<file path="src/rtl/alu_cmp_pipe_fu.sv">
// Pipelined ALU/branch unit: LAT-cycle execute into an in-order OBUF_DEPTH result queue.
// Issue is stalled by fu_busy once ops in flight plus queued results reach OBUF_DEPTH.
module alu_cmp_pipe_fu #(
   parameter int LAT        = 2,
   parameter int OBUF_DEPTH = 4
) (
   input  logic         clk,
   input  logic         rst,
   input  logic         branch_mispredict,
   input  logic [171:0] input_data,
   input  logic         fu_start,
   input  logic         cdb_ack,
   output logic [205:0] output_data,
   output logic         fu_busy,
   output logic         fu_done
);
   localparam int RES_W = 206;
   localparam int PTR_W = (OBUF_DEPTH > 1) ? $clog2(OBUF_DEPTH) : 1;
   localparam int CNT_W = $clog2(OBUF_DEPTH + 1);

   localparam logic [6:0] OP_LUI   = 7'b0110111;
   localparam logic [6:0] OP_AUIPC = 7'b0010111;
   localparam logic [6:0] OP_IMM   = 7'b0010011;
   localparam logic [6:0] OP_REG   = 7'b0110011;
   localparam logic [6:0] OP_JAL   = 7'b1101111;
   localparam logic [6:0] OP_JALR  = 7'b1100111;
   localparam logic [6:0] OP_BR    = 7'b1100011;

   if (LAT < 1 || LAT > 4) begin : g_bad_lat
      $error("alu_cmp_pipe_fu: LAT must be in 1..4");
   end

   logic [31:0] w_instr, w_pc, w_a_v, w_b_v, w_order;
   logic [5:0]  w_pd_s;
   logic [4:0]  w_rob;
   logic        w_pred;
   assign {w_instr, w_pc, w_a_v, w_b_v, w_pd_s, w_rob, w_pred, w_order} = input_data;

   logic [6:0]  w_opc;
   logic [2:0]  w_f3;
   logic [31:0] w_i_imm, w_u_imm, w_b_imm, w_j_imm, w_pc_4, w_op_b, w_sra;
   logic [4:0]  w_shamt;
   assign w_opc   = w_instr[6:0];
   assign w_f3    = w_instr[14:12];
   assign w_i_imm = {{20{w_instr[31]}}, w_instr[31:20]};
   assign w_u_imm = {w_instr[31:12], 12'h000};
   assign w_b_imm = {{19{w_instr[31]}}, w_instr[31], w_instr[7], w_instr[30:25], w_instr[11:8], 1'b0};
   assign w_j_imm = {{11{w_instr[31]}}, w_instr[31], w_instr[19:12], w_instr[20], w_instr[30:21], 1'b0};
   assign w_pc_4  = w_pc + 32'd4;
   assign w_op_b  = (w_opc == OP_REG) ? w_b_v : w_i_imm;
   assign w_shamt = w_op_b[4:0];
   assign w_sra   = $signed(w_a_v) >>> w_shamt;

   logic [31:0] w_alu;
   always_comb begin
      w_alu = '0;
      case (w_f3)
         3'b000:  w_alu = (w_opc == OP_REG && w_instr[30]) ? w_a_v - w_op_b : w_a_v + w_op_b;
         3'b001:  w_alu = w_a_v << w_shamt;
         3'b010:  w_alu = {31'b0, $signed(w_a_v) < $signed(w_op_b)};
         3'b011:  w_alu = {31'b0, w_a_v < w_op_b};
         3'b100:  w_alu = w_a_v ^ w_op_b;
         3'b101:  w_alu = w_instr[30] ? w_sra : (w_a_v >> w_shamt);
         3'b110:  w_alu = w_a_v | w_op_b;
         default: w_alu = w_a_v & w_op_b;
      endcase
   end

   logic w_br_cmp;
   always_comb begin
      w_br_cmp = 1'b0;
      case (w_f3)
         3'b000:  w_br_cmp = (w_a_v == w_b_v);
         3'b001:  w_br_cmp = (w_a_v != w_b_v);
         3'b100:  w_br_cmp = ($signed(w_a_v) <  $signed(w_b_v));
         3'b101:  w_br_cmp = ($signed(w_a_v) >= $signed(w_b_v));
         3'b110:  w_br_cmp = (w_a_v <  w_b_v);
         3'b111:  w_br_cmp = (w_a_v >= w_b_v);
         default: w_br_cmp = 1'b0;
      endcase
   end

   logic [31:0] w_pd_v, w_target, w_next_pc;
   logic        w_taken;
   always_comb begin
      w_pd_v   = '0;
      w_taken  = 1'b0;
      w_target = w_pc_4;
      case (w_opc)
         OP_LUI:         w_pd_v = w_u_imm;
         OP_AUIPC:       w_pd_v = w_pc + w_u_imm;
         OP_IMM, OP_REG: w_pd_v = w_alu;
         OP_JAL: begin
            w_pd_v   = w_pc_4;
            w_target = w_pc + w_j_imm;
            w_taken  = 1'b1;
         end
         OP_JALR: begin
            w_pd_v   = w_pc_4;
            w_target = (w_a_v + w_i_imm) & ~32'd1;
            w_taken  = 1'b1;
         end
         OP_BR: begin
            w_target = w_pc + w_b_imm;
            w_taken  = w_br_cmp;
         end
         default: ;
      endcase
   end

   // Result record is already in output_data layout so the queue head drives the port directly.
   logic [RES_W-1:0] w_res;
   assign w_next_pc = w_taken ? w_target : w_pc_4;
   assign w_res = {w_pd_s, w_rob, w_pd_v, w_order, w_pd_v, w_next_pc,
                   w_taken != w_pred, w_next_pc, w_pc, w_opc == OP_BR, w_taken};

   logic             w_flush, w_accept, w_push, w_pop;
   logic [RES_W-1:0] w_push_dat;
   logic [CNT_W:0]   w_pipe_occ, w_occ;
   assign w_flush  = rst | branch_mispredict;
   assign w_accept = fu_start & ~fu_busy;

   if (LAT == 1) begin : g_direct
      assign w_push     = w_accept;
      assign w_push_dat = w_res;
      assign w_pipe_occ = '0;
   end else begin : g_pipe
      logic [LAT-2:0]   r_vld;
      logic [RES_W-1:0] r_dat [LAT-1];
      always_ff @(posedge clk) begin
         if (w_flush) begin
            r_vld <= '0;
         end else begin
            r_vld[0] <= w_accept;
            for (int i = 1; i < LAT - 1; i++) r_vld[i] <= r_vld[i-1];
         end
      end
      always_ff @(posedge clk) begin
         r_dat[0] <= w_res;
         for (int i = 1; i < LAT - 1; i++) r_dat[i] <= r_dat[i-1];
      end
      always_comb begin
         w_pipe_occ = '0;
         for (int i = 0; i < LAT - 1; i++) w_pipe_occ = w_pipe_occ + (CNT_W+1)'(r_vld[i]);
      end
      assign w_push     = r_vld[LAT-2];
      assign w_push_dat = r_dat[LAT-2];
   end

   logic [RES_W-1:0] r_q [OBUF_DEPTH];
   logic [PTR_W-1:0] r_rd_ptr, r_wr_ptr;
   logic [CNT_W-1:0] r_cnt;

   function automatic logic [PTR_W-1:0] ptr_inc(input logic [PTR_W-1:0] p);
      return (p == PTR_W'(OBUF_DEPTH - 1)) ? '0 : p + 1'b1;
   endfunction

   assign fu_done = (r_cnt != '0);
   assign w_pop   = cdb_ack & fu_done;
   // Busy depends only on registered occupancy, keeping ack/start off the issue timing path.
   assign w_occ   = {1'b0, r_cnt} + w_pipe_occ;
   assign fu_busy = (w_occ >= (CNT_W+1)'(OBUF_DEPTH));

   always_ff @(posedge clk) begin
      if (w_flush) begin
         r_rd_ptr <= '0;
         r_wr_ptr <= '0;
         r_cnt    <= '0;
      end else begin
         if (w_push) r_wr_ptr <= ptr_inc(r_wr_ptr);
         if (w_pop)  r_rd_ptr <= ptr_inc(r_rd_ptr);
         if (w_push && !w_pop)      r_cnt <= r_cnt + 1'b1;
         else if (!w_push && w_pop) r_cnt <= r_cnt - 1'b1;
      end
   end

   always_ff @(posedge clk) begin
      if (w_push) r_q[r_wr_ptr] <= w_push_dat;
   end

   logic [RES_W-1:0] w_head;
   assign w_head      = r_q[r_rd_ptr];
   assign output_data = {w_head[205:67], w_head[66] & fu_done, w_head[65:1], w_head[0] & fu_done};

endmodule
</file>
<file path="config.mk">
export PLATFORM = sky130hd
export DESIGN_NAME = alu_cmp_pipe_fu
export DESIGN_NICKNAME = d
export VERILOG_FILES = /design/src/rtl/alu_cmp_pipe_fu.sv
export SDC_FILE = /design/constraint.sdc
export NUM_CORES = 1
export LEC_CHECK = 0
export CAP_MARGIN = 20
export CORE_ASPECT_RATIO = 0.6
export CORE_UTILIZATION = 40
export CTS_CLUSTER_DIAMETER = 120
export DETAILED_ROUTE_END_ITERATION = 12
export DONT_BUFFER_PORTS = 1
export SYNTH_ARGS = -nofsm -noshare
export SYNTH_HDL_FRONTEND = slang
export SYNTH_SLANG_ARGS = --single-unit
</file>
<file path="constraint.sdc">
create_clock -name clk -period 15.25 [get_ports clk]
set_input_delay 3.05 -clock clk [delete_from_list [all_inputs] [get_ports clk]]
set_output_delay 3.05 -clock clk [all_outputs]
set_load 0.05 [all_outputs]
</file>
==> run summary <==
Dpl hpwl: 112,000 µm
Hold Fails Final Rpt: 0
R2r startpoint: r_wr_ptr[0]
Rel. slew slack: 15.0%
Final GP Congestion: 1.09
DR vias/cell: 6.40
Post-Synth Adder-Cell Area: 6.73%
Layout area overhead: 8.33%
WP data required: 15.84 ns
Compound-gate portion of the synthesized area: 16.4%
Outcome: completed
Achievable Freq: 122 MHz
R2R setup slack: 11.99 ns
Full die area: 0.102 mm²
Via count: 30,400
Post-Route WL: 149,000 µm
CTS Buffer Depth: 3
Syn Nets: 3,872
Largest family of logic cells by synthesized area: compound AO/OA/AOI/OAI gates
Total of max-cap violations: 0
Post-synth top flop: edfxtp_1
Post-Synth XOR/XNOR Area: 2.94%
Initial DRC Count: 4,704
TNS Setup: 0 ns
Clock transition at the registers of the reported paths: 0.07 ns
Static Leak: 15.2 nW
Average cell area after synthesis: 11.5 µm²
Origin of the worst min-delay path: g_pipe.r_dat[0][139]
Vias in the first global route: 27,600
GRT Overall Usage: 28.6%
Worst endpoint data arrival time: 8.78 ns
Mux cell area share after synthesis: 10.1%
CTS root buffer: clkbuf_16
Cell row count: 89
First-pass GRT wire length: 208,000 µm
Pwr per Cell Area: 109 mW/mm²
Final setup fails: 0
Synthesized area: 0.0402 mm²
CP Class: in2reg
Largest net degree at the start of global routing: 77
CP startpoint: input_data[142]
Ys async rst share: 0%
Port Buffers: 0
Antenna Nets Post-Route: 0
Setup repair bufs after CTS: 0
IO Pins: 385
Core area: 0.0989 mm²
CTS sink cnt: 720
Share of cells above drive strength 1: 11.1%
Element type at the critical path end: flop
Pre-antenna DRT Iters: 9
Synth unique cells: 89
Detail-routed net length per standard cell: 31.4 µm
Area of the multi-input gates: 0.0183 mm²
Grt ovf: 0
Reg2reg end: r_q[0][13]
Worst setup path end: g_pipe.r_dat[0][193]
Simple-Gate Fraction of Synth Area: 9.15%
Synth warn: 0
Initial core utilization: 40.6%
Initial antenna violation count: 19
Final min period: 8.19 ns
Critical Path Start Type: input port
Cell Area, Placed: 0.0411 mm²
Worst Path Max Fanout: 31
Die X-Extent: 411 µm
Post-synth EDFFs: 568
Clock H-tree levels: 3
Worst skew pair latency: 0.69 ns
Final instance area: 0.0435 mm²
Mapped Cells: 3,482
Slew @ Worst Pin: 1.27 ns
CTS resizes: 0
Reg2reg path depth: 5
Fin nets: 3,755
TritonCTS clock tree: built
DRC: 0
Chip height: 247 µm
Fin crit share: 53.7%
Cts hold-fix bufs: 0
Final Skew: 0.0363 ns
Maximum vdd drop: 67.1 µV
Num CTS Buffers: 71
RSZ-0062 raised after global routing: false
Seq/Total Area, Yosys: 50.0%
Flops & latches, synth: 720
Slew Limit Fails: 0
Hold Crit Class: reg2reg
Number of fill cells: 9,168
Storage cell area: 0.0201 mm²
layout by cell type (no fill, tap or decap), types with 25 or more instances in the layout:
cell / netlist / final
edfxtp_1: 568 / 568
mux2i_1: 57 / 56
a21o_1: 87 / 87
a31oi_1: 32 / 32
nand3_1: 145 / 144
xor2_1: 49 / 49
a22oi_1: 40 / 40
dfxtp_1: 152 / 150
o21ai_0: 215 / 215
o21bai_1: 31 / 31
nand2b_1: 30 / 30
o221ai_1: 27 / 27
ha_1: 208 / 208
nand4_1: 25 / 25
nor2_1: 183 / 179
a21oi_1: 229 / 228
xnor2_1: 86 / 86
nor3_1: 47 / 46
a211oi_1: 44 / 44
o21a_1: 31 / 31
inv_1: 169 / 169
o211ai_1: 61 / 61
buf_4: 66 / 53
clkbuf_16: 0 / 71
nand2_1: 211 / 211
and3_1: 29 / 29
mux4_2: 145 / 145
cell type report:
| cell class | count | area share [%] |
|---|---|---|
| Clock buffer | 89 | 4.38 |
| Sequential cell | 720 | 46.2 |
| Clock inverter | 43 | 1.15 |
| Inverter | 175 | 1.51 |
| Antenna cell | 7 | 0.0403 |
| Tap cell | 1319 | 3.79 |
| Timing Repair Buffer | 55 | 0.966 |
| Multi-Input combinational cell | 2342 | 42.0 |
critical path: stages:
cell      delay, ns
or4b_4         0.65
o21ai_2        0.16
buf_4          0.40
nand2_1        0.30
ha_1           0.35
fa_1           0.47
a211oi_1       0.45
nor4_1         0.16
nor4b_1        0.89
o31ai_1        0.19
clkbuf_4       0.24
a31oi_1        0.41
o22ai_1        0.20
inv_1          0.11
o22ai_1        0.07
or4_1          0.51
o21ai_1        0.13
flip-flops by register name, indices dropped and copies added (netlist names), named ones only:
name / flops
r_rd_ptr: 2
g_pipe.r_dat: 142
r_wr_ptr: 2
r_q: 568
g_pipe.r_vld: 1
r_cnt: 3
Yosys cell counts, types with 40 or more instances:
master	instances	area (µm²)
buf_4	66	495
edfxtp_1	568	17100
a21oi_1	229	1150
o21ai_0	215	1080
nand3_1	145	726
a22oi_1	40	300
o211ai_1	61	458
nor2_1	183	687
a21o_1	87	653
mux2i_1	57	571
a211oi_1	44	330
nand2_1	211	792
clkbuf_1	114	428
ha_1	208	2600
mux4_2	145	3270
nor3_1	47	235
xnor2_1	86	753
dfxtp_1	152	3040
inv_1	169	634
xor2_1	49	429
power by group:
group | switching (mW) | total, mW | internal (mW)
combinational | 0.548 | 0.789 | 0.242
clock | 0.801 | 1.80 | 0.997
sequential | 0.0252 | 2.17 | 2.15
total | 1.37 | 4.76 | 3.39
per-layer routing:
layer / share of wire, % / vias up / routed length [µm] / global-route usage [%]
met3: 16 / 234 / 23300 / 13.8
met4: 2.5 / 20 / 3710 / 7.81
met2: 38 / 1984 / 56000 / 35.7
li1: - / 13100 / - / -
met1: 44 / 15100 / 66000 / 42.6
met5: 0.087 / - / 130 / 0.513
kinds of logic after synthesis:
family          Yosys count
compound gates         1003
simple gates            771
mux                     220
buf+inv                 420
fa+ha+maj               213
flops                   720
xor+xnor                135
worst min-delay path by stage:
| stage | endpoint | slack (ns) | cells after the start |
|---|---|---|---|
| 6_report | r_q[0][139] | 0.46 | 0 |
| 5_1_grt | r_q[1][6] | 0.49 | 0 |
| 4_1_cts | r_q[0][66] | 0.46 | 0 |
| 3_5_place_dp | r_q[3][31] | 0.46 | 0 |
| 3_3_place_gp | r_q[2][25] | 0.46 | 0 |
| 2_1_floorplan | r_q[0][0] | 0.44 | 0 |
per-stage QoR:
step | instances | hold slack (ns) | utilization (%) | setup WS, ns | total power, mW
final | 4750 | 0.464 | 44.0 | 7.06 | 4.76
after global routing | 4745 | 0.494 | 44.0 | 6.80 | 4.92
after CTS | 4742 | 0.459 | 44.0 | 7.23 | 4.76
after detailed placement | 4610 | 0.458 | 41.5 | 6.52 | 2.96
after global placement | 4606 | 0.460 | 41.5 | 6.58 | 2.97
after floorplan | 3482 | 0.438 | - | 7.61 | 2.77
No activity file was read; power rests on OpenSTA's default activity.
